File: src/rtl/mc_pkg.sv
// ---------------------------------------------------------------------------
// mc_pkg -- shared definitions for the multi-cycle MIPS-subset sequencer.
//   state_t  : sequencer state codes (exposed on the 3-bit debug port)
//   iclass_t : instruction classes produced by mc_decode
//   ALU_*    : aluop codes understood by the datapath ALU
//   PC_SRC_* : pc_src mux selects
//   OP_*/FN_*: opcode and R-type funct encodings
// Optional feature macro used by mc_ctrl: MC_CTRL_PERF_CNT_EN
// ---------------------------------------------------------------------------
package mc_pkg;

   typedef enum logic [2:0] {
      S_FETCH  = 3'd0,
      S_DECODE = 3'd1,
      S_EXEC   = 3'd2,
      S_MEM    = 3'd3,
      S_WB     = 3'd4,
      S_HALT   = 3'd5
   } state_t;

   typedef enum logic [2:0] {
      C_RTYPE   = 3'd0,
      C_IALU    = 3'd1,
      C_LW      = 3'd2,
      C_SW      = 3'd3,
      C_BEQ     = 3'd4,
      C_JUMP    = 3'd5,
      C_ILLEGAL = 3'd6
   } iclass_t;

   localparam logic [4:0] ALU_ADD = 5'd0;
   localparam logic [4:0] ALU_SUB = 5'd1;
   localparam logic [4:0] ALU_AND = 5'd2;
   localparam logic [4:0] ALU_OR  = 5'd3;
   localparam logic [4:0] ALU_XOR = 5'd4;
   localparam logic [4:0] ALU_SLT = 5'd5;
   localparam logic [4:0] ALU_LUI = 5'd6;

   localparam logic [1:0] PC_SRC_PC4    = 2'd0;
   localparam logic [1:0] PC_SRC_BRANCH = 2'd1;
   localparam logic [1:0] PC_SRC_JUMP   = 2'd2;

   localparam logic [5:0] OP_RTYPE = 6'b000000;
   localparam logic [5:0] OP_J     = 6'b000010;
   localparam logic [5:0] OP_BEQ   = 6'b000100;
   localparam logic [5:0] OP_ADDI  = 6'b001000;
   localparam logic [5:0] OP_ANDI  = 6'b001100;
   localparam logic [5:0] OP_ORI   = 6'b001101;
   localparam logic [5:0] OP_XORI  = 6'b001110;
   localparam logic [5:0] OP_LUI   = 6'b001111;
   localparam logic [5:0] OP_LW    = 6'b100011;
   localparam logic [5:0] OP_SW    = 6'b101011;

   localparam logic [5:0] FN_ADD = 6'b100000;
   localparam logic [5:0] FN_SUB = 6'b100010;
   localparam logic [5:0] FN_AND = 6'b100100;
   localparam logic [5:0] FN_OR  = 6'b100101;
   localparam logic [5:0] FN_XOR = 6'b100110;
   localparam logic [5:0] FN_SLT = 6'b101010;

endpackage

File: src/rtl/mc_ctrl_if.sv
// ---------------------------------------------------------------------------
// mc_ctrl_if -- shared instruction/data memory port of the sequencer.
//   mem_req  : request, held high until the memory acknowledges
//   mem_we   : write (sw) qualifier, meaningful only while mem_req is high
//   iord     : address select, 0 = pc, 1 = ALUOut
//   mem_ack  : memory completes the request in this cycle
// Handshake: a transfer completes in every cycle where mem_req and mem_ack
// are both high; mem_req never drops before that except on reset or an ack
// timeout, and mem_ack is ignored while mem_req is low.
// Modports: master = sequencer (mc_ctrl), slave = memory.
// ---------------------------------------------------------------------------
interface mc_ctrl_if;
   logic mem_req;
   logic mem_we;
   logic iord;
   logic mem_ack;

   modport master (output mem_req, output mem_we, output iord, input mem_ack);
   modport slave  (input mem_req, input mem_we, input iord, output mem_ack);
endinterface

File: src/rtl/mc_decode.sv
// ---------------------------------------------------------------------------
// mc_decode -- combinational decode of the registered IR fields.
//   op, funct  : IR[31:26], IR[5:0]
//   iclass     : instruction class driving the sequencer's state walk
//   aluop      : ALU_* code for the operation
//   alu_src    : 1 = second ALU operand is the extended immediate
//   if_extend  : 1 = sign-extend the immediate, 0 = zero-extend
//   illegal    : op/funct combination outside the supported subset
// ---------------------------------------------------------------------------
module mc_decode
   import mc_pkg::*;
(
   input  logic [5:0] op,
   input  logic [5:0] funct,
   output iclass_t    iclass,
   output logic [4:0] aluop,
   output logic       alu_src,
   output logic       if_extend,
   output logic       illegal
);

   always_comb begin
      iclass    = C_ILLEGAL;
      aluop     = ALU_ADD;
      alu_src   = 1'b0;
      if_extend = 1'b0;
      case (op)
         OP_RTYPE: begin
            iclass = C_RTYPE;
            case (funct)
               FN_ADD:  aluop = ALU_ADD;
               FN_SUB:  aluop = ALU_SUB;
               FN_AND:  aluop = ALU_AND;
               FN_OR:   aluop = ALU_OR;
               FN_XOR:  aluop = ALU_XOR;
               FN_SLT:  aluop = ALU_SLT;
               default: iclass = C_ILLEGAL;
            endcase
         end
         OP_ADDI: begin iclass = C_IALU; aluop = ALU_ADD; alu_src = 1'b1; if_extend = 1'b1; end
         OP_ANDI: begin iclass = C_IALU; aluop = ALU_AND; alu_src = 1'b1; end
         OP_ORI:  begin iclass = C_IALU; aluop = ALU_OR;  alu_src = 1'b1; end
         OP_XORI: begin iclass = C_IALU; aluop = ALU_XOR; alu_src = 1'b1; end
         OP_LUI:  begin iclass = C_IALU; aluop = ALU_LUI; alu_src = 1'b1; end
         OP_LW:   begin iclass = C_LW;   aluop = ALU_ADD; alu_src = 1'b1; if_extend = 1'b1; end
         OP_SW:   begin iclass = C_SW;   aluop = ALU_ADD; alu_src = 1'b1; if_extend = 1'b1; end
         // beq compares two registers; the immediate is still sign-extended
         // so the branch offset path sees the right value.
         OP_BEQ:  begin iclass = C_BEQ;  aluop = ALU_SUB; if_extend = 1'b1; end
         OP_J:    iclass = C_JUMP;
         default: iclass = C_ILLEGAL;
      endcase
      illegal = (iclass == C_ILLEGAL);
   end

endmodule

File: src/rtl/mc_ctrl.sv
// ---------------------------------------------------------------------------
// mc_ctrl -- multi-cycle sequencer for the MIPS-subset datapath.
// Walks each instruction through FETCH/DECODE/EXEC/MEM/WB, sharing one
// memory port for instruction and data, and drives every datapath
// enable/select. Strobes are combinational from state + IR decode and last
// one cycle.
// Ports:
//   clock, reset        : clock, synchronous active-high reset
//   op, funct, zero     : IR fields and ALU zero flag
//   mem (master)        : mem_req/mem_we/iord out, mem_ack in
//   ir_write, pc_write, pc_src, reg_write, reg_dst, mem_to_reg,
//   alu_src, if_extend, aluop : datapath controls
//   state               : current state code (debug)
//   halted, illegal, bus_err : sticky status, cleared only by reset
// Parameters:
//   ACK_TIMEOUT : max cycles waiting for mem_ack in FETCH/MEM, 0 = never
//   CNT_W       : perf counter width (only with MC_CTRL_PERF_CNT_EN)
// Optional feature macro MC_CTRL_PERF_CNT_EN adds cycle_cnt (non-HALT
// cycles) and instr_cnt (returns to FETCH); both wrap.
// ---------------------------------------------------------------------------
module mc_ctrl
   import mc_pkg::*;
#(
   parameter int ACK_TIMEOUT = 16
`ifdef MC_CTRL_PERF_CNT_EN
   , parameter int CNT_W = 32
`endif
) (
   input  logic       clock,
   input  logic       reset,
   input  logic [5:0] op,
   input  logic [5:0] funct,
   input  logic       zero,
   mc_ctrl_if.master  mem,
   output logic       ir_write,
   output logic       pc_write,
   output logic [1:0] pc_src,
   output logic       reg_write,
   output logic       reg_dst,
   output logic       mem_to_reg,
   output logic       alu_src,
   output logic       if_extend,
   output logic [4:0] aluop,
   output logic [2:0] state,
   output logic       halted,
   output logic       illegal,
   output logic       bus_err
`ifdef MC_CTRL_PERF_CNT_EN
   ,
   output logic [CNT_W-1:0] cycle_cnt,
   output logic [CNT_W-1:0] instr_cnt
`endif
);

   // The counter only needs to reach ACK_TIMEOUT-1.
   localparam int TW = (ACK_TIMEOUT > 1) ? $clog2(ACK_TIMEOUT) : 1;
   localparam logic [TW-1:0] T_LAST = TW'(ACK_TIMEOUT - 1);

   state_t        state_q, state_d;
   logic [TW-1:0] cnt_q, cnt_d;
   logic          illegal_q, illegal_d;
   logic          bus_err_q, bus_err_d;

   iclass_t    dec_class;
   logic [4:0] dec_aluop;
   logic       dec_alu_src;
   logic       dec_if_extend;
   logic       dec_illegal;

   logic req, we, sel_alu, timed_out;

   mc_decode u_decode (
      .op        (op),
      .funct     (funct),
      .iclass    (dec_class),
      .aluop     (dec_aluop),
      .alu_src   (dec_alu_src),
      .if_extend (dec_if_extend),
      .illegal   (dec_illegal)
   );

   // Last un-acked cycle allowed; an ack arriving in this cycle still wins.
   assign timed_out = (ACK_TIMEOUT != 0) && (cnt_q == T_LAST);

   always_comb begin
      state_d    = state_q;
      cnt_d      = '0;            // any cycle that leaves a wait state clears it
      illegal_d  = illegal_q;
      bus_err_d  = bus_err_q;
      req        = 1'b0;
      we         = 1'b0;
      sel_alu    = 1'b0;
      ir_write   = 1'b0;
      pc_write   = 1'b0;
      pc_src     = PC_SRC_PC4;
      reg_write  = 1'b0;
      reg_dst    = 1'b0;
      mem_to_reg = 1'b0;
      case (state_q)
         S_FETCH: begin
            req = 1'b1;
            if (mem.mem_ack) begin
               ir_write = 1'b1;
               pc_write = 1'b1;
               state_d  = S_DECODE;
            end else if (timed_out) begin
               bus_err_d = 1'b1;
               state_d   = S_HALT;
            end else begin
               cnt_d = cnt_q + TW'(1);
            end
         end
         S_DECODE: begin
            if (dec_illegal) begin
               illegal_d = 1'b1;
               state_d   = S_HALT;
            end else if (dec_class == C_JUMP) begin
               pc_write = 1'b1;
               pc_src   = PC_SRC_JUMP;
               state_d  = S_FETCH;
            end else begin
               state_d = S_EXEC;
            end
         end
         S_EXEC: begin
            case (dec_class)
               C_LW, C_SW: state_d = S_MEM;
               C_BEQ: begin
                  pc_write = zero;
                  pc_src   = PC_SRC_BRANCH;
                  state_d  = S_FETCH;
               end
               default: state_d = S_WB;
            endcase
         end
         S_MEM: begin
            req     = 1'b1;
            sel_alu = 1'b1;
            we      = (dec_class == C_SW);
            if (mem.mem_ack) begin
               state_d = (dec_class == C_SW) ? S_FETCH : S_WB;
            end else if (timed_out) begin
               bus_err_d = 1'b1;
               state_d   = S_HALT;
            end else begin
               cnt_d = cnt_q + TW'(1);
            end
         end
         S_WB: begin
            reg_write  = 1'b1;
            reg_dst    = (op == OP_RTYPE);
            mem_to_reg = (dec_class == C_LW);
            state_d    = S_FETCH;
         end
         S_HALT: state_d = S_HALT;
         default: state_d = S_FETCH;
      endcase
   end

   always_ff @(posedge clock) begin
      if (reset) begin
         state_q   <= S_FETCH;
         cnt_q     <= '0;
         illegal_q <= 1'b0;
         bus_err_q <= 1'b0;
      end else begin
         state_q   <= state_d;
         cnt_q     <= cnt_d;
         illegal_q <= illegal_d;
         bus_err_q <= bus_err_d;
      end
   end

   assign mem.mem_req = req;
   assign mem.mem_we  = we;
   assign mem.iord    = sel_alu;

   // ALU controls follow the decoded IR in every live state; the datapath
   // only consumes them in EXEC (and holds ALUOut afterwards).
   assign aluop     = (state_q != S_HALT) ? dec_aluop     : ALU_ADD;
   assign alu_src   = (state_q != S_HALT) && dec_alu_src;
   assign if_extend = (state_q != S_HALT) && dec_if_extend;

   assign state   = state_q;
   assign halted  = (state_q == S_HALT);
   assign illegal = illegal_q;
   assign bus_err = bus_err_q;

`ifdef MC_CTRL_PERF_CNT_EN
   logic [CNT_W-1:0] cycle_cnt_q, cycle_cnt_d;
   logic [CNT_W-1:0] instr_cnt_q, instr_cnt_d;

   always_comb begin
      cycle_cnt_d = cycle_cnt_q;
      instr_cnt_d = instr_cnt_q;
      if (state_q != S_HALT) cycle_cnt_d = cycle_cnt_q + CNT_W'(1);
      if ((state_q != S_FETCH) && (state_d == S_FETCH)) instr_cnt_d = instr_cnt_q + CNT_W'(1);
   end

   always_ff @(posedge clock) begin
      if (reset) begin
         cycle_cnt_q <= '0;
         instr_cnt_q <= '0;
      end else begin
         cycle_cnt_q <= cycle_cnt_d;
         instr_cnt_q <= instr_cnt_d;
      end
   end

   assign cycle_cnt = cycle_cnt_q;
   assign instr_cnt = instr_cnt_q;
`endif

endmodule

File: src/flat_wrapper.sv
// flat-port wrapper written by rule: the top's interface ports become plain ports
module mc_ctrl_flat import mc_pkg::*;
#(
   parameter int ACK_TIMEOUT = 16

)
  (clock, reset, op, funct, zero, ir_write, pc_write, pc_src, reg_write, reg_dst, mem_to_reg, alu_src, if_extend, aluop, state, halted, illegal, bus_err, mem_mem_req, mem_mem_we, mem_iord, mem_mem_ack);
  mc_ctrl_if mem_i ();
  input  logic clock;
  input  logic reset;
  input  logic [5:0] op;
  input  logic [5:0] funct;
  input  logic zero;
  output logic ir_write;
  output logic pc_write;
  output logic [1:0] pc_src;
  output logic reg_write;
  output logic reg_dst;
  output logic mem_to_reg;
  output logic alu_src;
  output logic if_extend;
  output logic [4:0] aluop;
  output logic [2:0] state;
  output logic halted;
  output logic illegal;
  output logic bus_err;
  output wire logic [$bits(mem_i.mem_req)-1:0] mem_mem_req;
  output wire logic [$bits(mem_i.mem_we)-1:0] mem_mem_we;
  output wire logic [$bits(mem_i.iord)-1:0] mem_iord;
  input wire logic [$bits(mem_i.mem_ack)-1:0] mem_mem_ack;
  assign mem_mem_req = mem_i.mem_req;
  assign mem_mem_we = mem_i.mem_we;
  assign mem_iord = mem_i.iord;
  assign mem_i.mem_ack = mem_mem_ack;
  mc_ctrl #(.ACK_TIMEOUT(ACK_TIMEOUT)) u_core (.clock(clock), .reset(reset), .op(op), .funct(funct), .zero(zero), .mem(mem_i), .ir_write(ir_write), .pc_write(pc_write), .pc_src(pc_src), .reg_write(reg_write), .reg_dst(reg_dst), .mem_to_reg(mem_to_reg), .alu_src(alu_src), .if_extend(if_extend), .aluop(aluop), .state(state), .halted(halted), .illegal(illegal), .bus_err(bus_err));
endmodule
File: config.mk
export PLATFORM = sky130hd
export DESIGN_NAME = mc_ctrl_flat
export DESIGN_NICKNAME = d
export VERILOG_FILES = /design/src/rtl/mc_pkg.sv /design/src/rtl/mc_ctrl_if.sv /design/src/rtl/mc_decode.sv /design/src/rtl/mc_ctrl.sv /design/src/flat_wrapper.sv
export SDC_FILE = /design/constraint.sdc
export NUM_CORES = 1
export LEC_CHECK = 0
export ABC_AREA = 1
export ABC_CLOCK_PERIOD_IN_PS = 1100
export BUFFER_PORTS_ARGS = -buffer_cell sky130_fd_sc_hd__buf_2
export CORE_MARGIN = 10
export CORE_UTILIZATION = 40
export CTS_CLUSTER_DIAMETER = 50
export DETAILED_ROUTE_END_ITERATION = 7
export PLACE_DENSITY = 0.77
export RECOVER_POWER = 50
export SLEW_MARGIN = 20
export SYNTH_ARGS = -nofsm -noshare
export SYNTH_HDL_FRONTEND = slang
export SYNTH_SLANG_ARGS = --single-unit
File: constraint.sdc
create_clock -name clock -period 1.1 [get_ports clock]
set_input_delay 0.11 -clock clock [delete_from_list [all_inputs] [get_ports clock]]
set_output_delay 0.11 -clock clock [all_outputs]
set_load 0.02 [all_outputs]
## Yosys cells after proc, flatten, opt, wreduce, memory -nomap -nowiden

Index checks and enable logic that the tools add are counted.

| cells by class | value |
|---|---|
| muxes and demuxes | 31 |
| reduce and logical (&&, ||, !) cells | 13 |
| bitwise logic cells | 2 |
| add/subtract/negate cells | 1 |
| eq/ne operators | 27 |

Operators by type and width:

| kind | count |
|---|---|
| $eq A6 B6 Y1 const B | 8 |
| $pmux W3 S6 | 2 |
| $eq A6 B4 Y1 const B | 5 |
| $pmux W3 S5 | 2 |
| $mux W3 | 7 |
| $eq A3 B3 Y1 const B | 5 |
| $mux W1 | 14 |
| $eq A3 B2 Y1 const B | 4 |
| $reduce_or A4 Y1 | 2 |
| $reduce_or A7 Y1 | 1 |
| $eq A6 B2 Y1 const B | 1 |
| $eq A6 B3 Y1 const B | 1 |
| $logic_not A6 Y1 | 1 |
| $mux W2 | 3 |
| $pmux W3 S2 | 1 |
| $reduce_or A6 Y1 | 1 |
| $reduce_or A5 Y1 | 1 |
| $add A4 B1 Y4 const B | 1 |
| $eq A4 B4 Y1 const B | 1 |
| $pmux W2 S2 | 1 |
| $reduce_or A2 Y1 | 2 |
| $eq A3 B1 Y1 const B | 1 |
| $logic_not A3 Y1 | 1 |
| $ne A3 B3 Y1 const B | 1 |
| other kinds (5) | 7 |

| storage, ports and cells | value |
|---|---|
| bits of input ports | 16 |
| bits in registers | 9 |
| output and inout port bits | 23 |
| word-level logic and storage cells | 78 |

## Logic depth before layout (Yosys ltp)

| depth | value |
|---|---|
| depth after elaboration | 8 |
| mapped depth | 11 |
| depth with buffers taken out | 11 |

## Modules after synthesis

Synthesis repeated with hierarchy kept, for this count alone.

| unflattened totals | value |
|---|---|
| cells, all modules | 171 |
| area, all modules | 905.9 sq um |

By module, submodules not included:

| module | sequential area each (sq um) | area each (sq um) | times used | cells each |
|---|---|---|---|---|
| mc_ctrl | 180.2 | 584.3 | 1 | 100 |
| mc_decode | 0.0 | 321.6 | 1 | 71 |

## Least setup slack after synthesis

Ideal clock, no wire load.

| timing | value |
|---|---|
| kind | register -> output |
| start | register u_core.state_q[2], in the netlist u_core.state[2] |
| end | output port mem_to_reg |
| cell stages (with the launch flop) | 5 |
| data arrival time | 1.538 ns |
| path slack | -0.548 ns |
| required time | 0.990 ns |
| path buffers | 0 |
| path through | dfxtp_1 > inv_1 > nor3_1 > nand2_1 > nor2_1 |

| between the ends | value |
|---|---|
| longest elaborated chain between the ends | 2 |

Ends and longest elaborated chain:

| what | RTL line | text |
|---|---|---|
| start, declared | mc_ctrl.sv:59 | `state_t state_q, state_d;` |
| start signal, assigned | mc_ctrl.sv:167 | `state_q <= state_d;` |
| $eq A3 B3 Y1 | mc_ctrl.sv:99 | `case (state_q)` |
| $mux W1 | mc_ctrl.sv:99 |  |
| end, declared | flat_wrapper.sv:19 | `output logic mem_to_reg;` |

Every way passes these cells.

## Final worst setup path

| timing | value |
|---|---|
| start | register u_core.state_q[1], in the netlist u_core.state[1] |
| end | register u_core.state_q[0], in the netlist u_core.state[0] |

| between the ends | value |
|---|---|
| longest elaborated chain between the ends | 2 |
| elaborated cells on any way between the ends | 6 |
| classes of those cells | 4 x eq/ne; 1 x mux; 1 x reduce/logical |

Ends and longest elaborated chain:

| what | RTL line |
|---|---|
| $eq A3 B3 Y1 (tied with other cells) | mc_ctrl.sv:99 |
| $pmux W3 S5 * | mc_ctrl.sv:99 |

Mark *: on every way between the ends. The rest lies on a longest branch, timed or not.
A chain may end at the register's enable or synchronous reset.

==> metrics.txt <==
IO buf count 36; DR WL/cell between 15 and 20 um; starting density of the core between 40 and 50%; RePlAce Congestion ~0.86; CP Cell Sequence inv_4 > nand2_4 > buf_6 > nor2_4 > buf_4 > buf_6 > nor4_4 > a21oi_1; synth top area cells dfxtp_1 (22%), inv_1 (9.9%), nor2_1 (9.9%), nand2_1 (9.4%), nand4_1 (5.2%); Worst setup endpoint u_core.state[0]$_SDFF_PP0_; CTS Buffer Depth 2; Seq cells post-synth 9; sequential-to-total area share from yosys stat between 20% and 30%; Die X between 60 and 70 um; first-pass GRT wire length 5110 um; Initial DRC Count 133; DR pass1 iterations 4; worst flop-to-flop path endpoint u_core.state[0]$_SDFF_PP0_; R2R Path Start u_core.state[1]$_SDFF_PP0_; cells on worst reg2reg path 8; status complete, but fails checks; hold buffer count at CTS 0; Layout area overhead 91.9%; I/O pin cnt 39; maxcap violations 0; final setup vio count 25; layout cell share with drive strength beyond 1 between 50% and 60%; CTS Sinks 9; core area 0.00198 mm2; cell taking the most area after synthesis dfxtp_1; largest net degree at the start of global routing 8; CP peak stage delay ~0.38 ns; TritonCTS clock tree built; cell count after synthesis roughly 140; Setup Skew a little over 0.006 ns; final-stage net count 231; Final min period ~1.5 ns; crit path launch u_core.state[1]$_SDFF_PP0_; Yosys top cell area share between 20% and 30%; Finished Core Util between 80 and 90%; Design Area, Final 0.00160 mm2; crit path max fanout 7; maximum clock frequency around 670 MHz; placed inst area around 0.0013 mm2; maximum VDD drop 0.000804 V; clock latency at the later pin of the worst-skew pair about 0.26 ns; Mapped Avg Cell Area 6.10 um2; Ys Warns 0; crit path kind reg -> reg; unrepaired setup endpoints after global routing true; Setup crit start kind flip-flop; antenna cells 0; GRT overflow 0; Final WS setup -0.394 ns; Critical Path RT 1.22 ns; vias in the first global route 1206; Post-DP HPWL about 2400 um; R2R Setup Slk -0.39 ns; Slowest cell on crit path dfxtp_4; crit path DAT 1.62 ns; Root Driver clkbuf_4; CP endpoint kind flip-flop; post-synthesis cell area between 800 and 900 um2; die area approximately 0.0043 mm2; DRC violations left 0; antenna-violating nets left 0; power per cell area ~760 mW/mm2; final critical-path share of the clock period 136%; Worst Hold Class in -> reg; Final Hold Violating Endpoints 0; most frequent CP cell buf_6; final setup TNS -5.96 ns; Via density 5.39; H-tree depth 1; total CTS buffers 3; WP depth 8; Vias roughly 1300; GRT Util Overall ~14%; FP Rows 16; violated checks negative setup slack; antenna violations before repair 0; Clock Pin Slew Worst Setup and Hold Paths roughly 0.060 ns; Crit path max-delay family simple AND/OR/NAND/NOR gates; die height 65.7 um; WL final 3840 um; fin. max-slew vios 0; count of different cell masters after synthesis 26; Lkg Pwr roughly 0.00078 uW; CP bufs+invs 4
[Yosys cell counts]
master	n
a211o_1	1
a211oi_1	1
a21oi_1	8
a31oi_1	3
a41oi_1	1
buf_4	2
conb_1	1
dfxtp_1	9
ha_1	1
inv_1	22
inv_2	4
nand2_1	21
nand2_2	5
nand3_1	7
nand3_2	4
nand3b_1	1
nand4_1	7
nand4_4	1
nor2_1	22
nor2_2	6
nor2_4	1
nor3_1	2
nor4_1	3
o21ai_0	2
o22ai_1	1
xor2_1	1
[sequential cells by signal, summed over array words and instances, names as in the netlist]
signal and cells:
u_core.bus_err 1, u_core.state 3, u_core.illegal 1, u_core.cnt_q 4
[what timing repair did]
item                                   4_1_cts  5_1_grt
setup endpoints to repair                   23       24
pin swaps                                   13        8
endpoints found under the hold margin        0        0
resized for setup                           37       17
setup buffers                                7        5
cloned                                       0        0
[cell families after synthesis]
family          synth area share [%]
buf+inv                         13.5
xor+xnor                        1.05
compound gates                  12.0
flops                           21.6
other cells                    0.449
simple gates                    50.0
fa+ha+maj                       1.50
[where the power goes]
group,internal (uW),switching [uW],total [uW],leakage [uW]
Combinational,261,343,604,0.000691
Sequential,347,20.6,368,0.0000758
Clock,139,109,248,0.0000150
Total,747,473,1220,0.000782
[how the worst min path moves through the flow]
stage | from | endpoint | slack, ns | cells past startpoint
3_3_place_gp | reset | u_core.state[1]$_SDFF_PP0_ | 0.33 | 2
4_1_cts | reset | u_core.state[0]$_SDFF_PP0_ | 0.06 | 2
5_1_grt | reset | u_core.state[1]$_SDFF_PP0_ | 0.1 | 2
3_5_place_dp | reset | u_core.state[0]$_SDFF_PP0_ | 0.33 | 2
2_1_floorplan | reset | u_core.state[0]$_SDFF_PP0_ | 0.17 | 1
6_report | reset | u_core.bus_err$_SDFFE_PP0P_ | 0.11 | 2
[per-stage QoR]
step	total power (uW)	instances	setup WS (ns)	hold WS (ns)
after floorplan	620	138	-0.0954	0.169
after global placement	781	226	-0.231	0.328
after detailed placement	795	226	-0.303	0.328
after CTS	1120	235	-0.311	0.0583
after global routing	1300	240	-0.438	0.0995
final	1220	240	-0.394	0.107
[layout make-up]
class | count | area, um2
Clock buffer | 4 | 26.3
Fill cell | 120 | 378
Inverter | 26 | 103
Multi-Input combinational cell | 101 | 713
Sequential cell | 9 | 193
Tap cell | 27 | 33.8
Timing Repair Buffer | 73 | 536
[cell usage in the layout, fill, tap and decap left out, drive strengths merged]
master  instances
clkbuf          6
buf            71
ha              1
dfxtp           9
xor2            1
a31oi           3
a21oi           8
conb            2
nand3b          1
o22ai           1
nor4            3
a211oi          1
nand3          11
nor2           29
inv            26
nand4           8
nor3            2
a41oi           1
a211o           1
nand2          26
o21ai           2
[layer usage]
layer / GRT usage (%) / share of wire [%] / vias up
li1: - / - / 611
met2: 28.9 / 55 / 60
met3: 4.07 / 6.9 / 23
met1: 13.3 / 34 / 600
met4: 3.48 / 4.5 / 0
met5: 0 / 0 / -
Power figures use the tool's default switching activity.
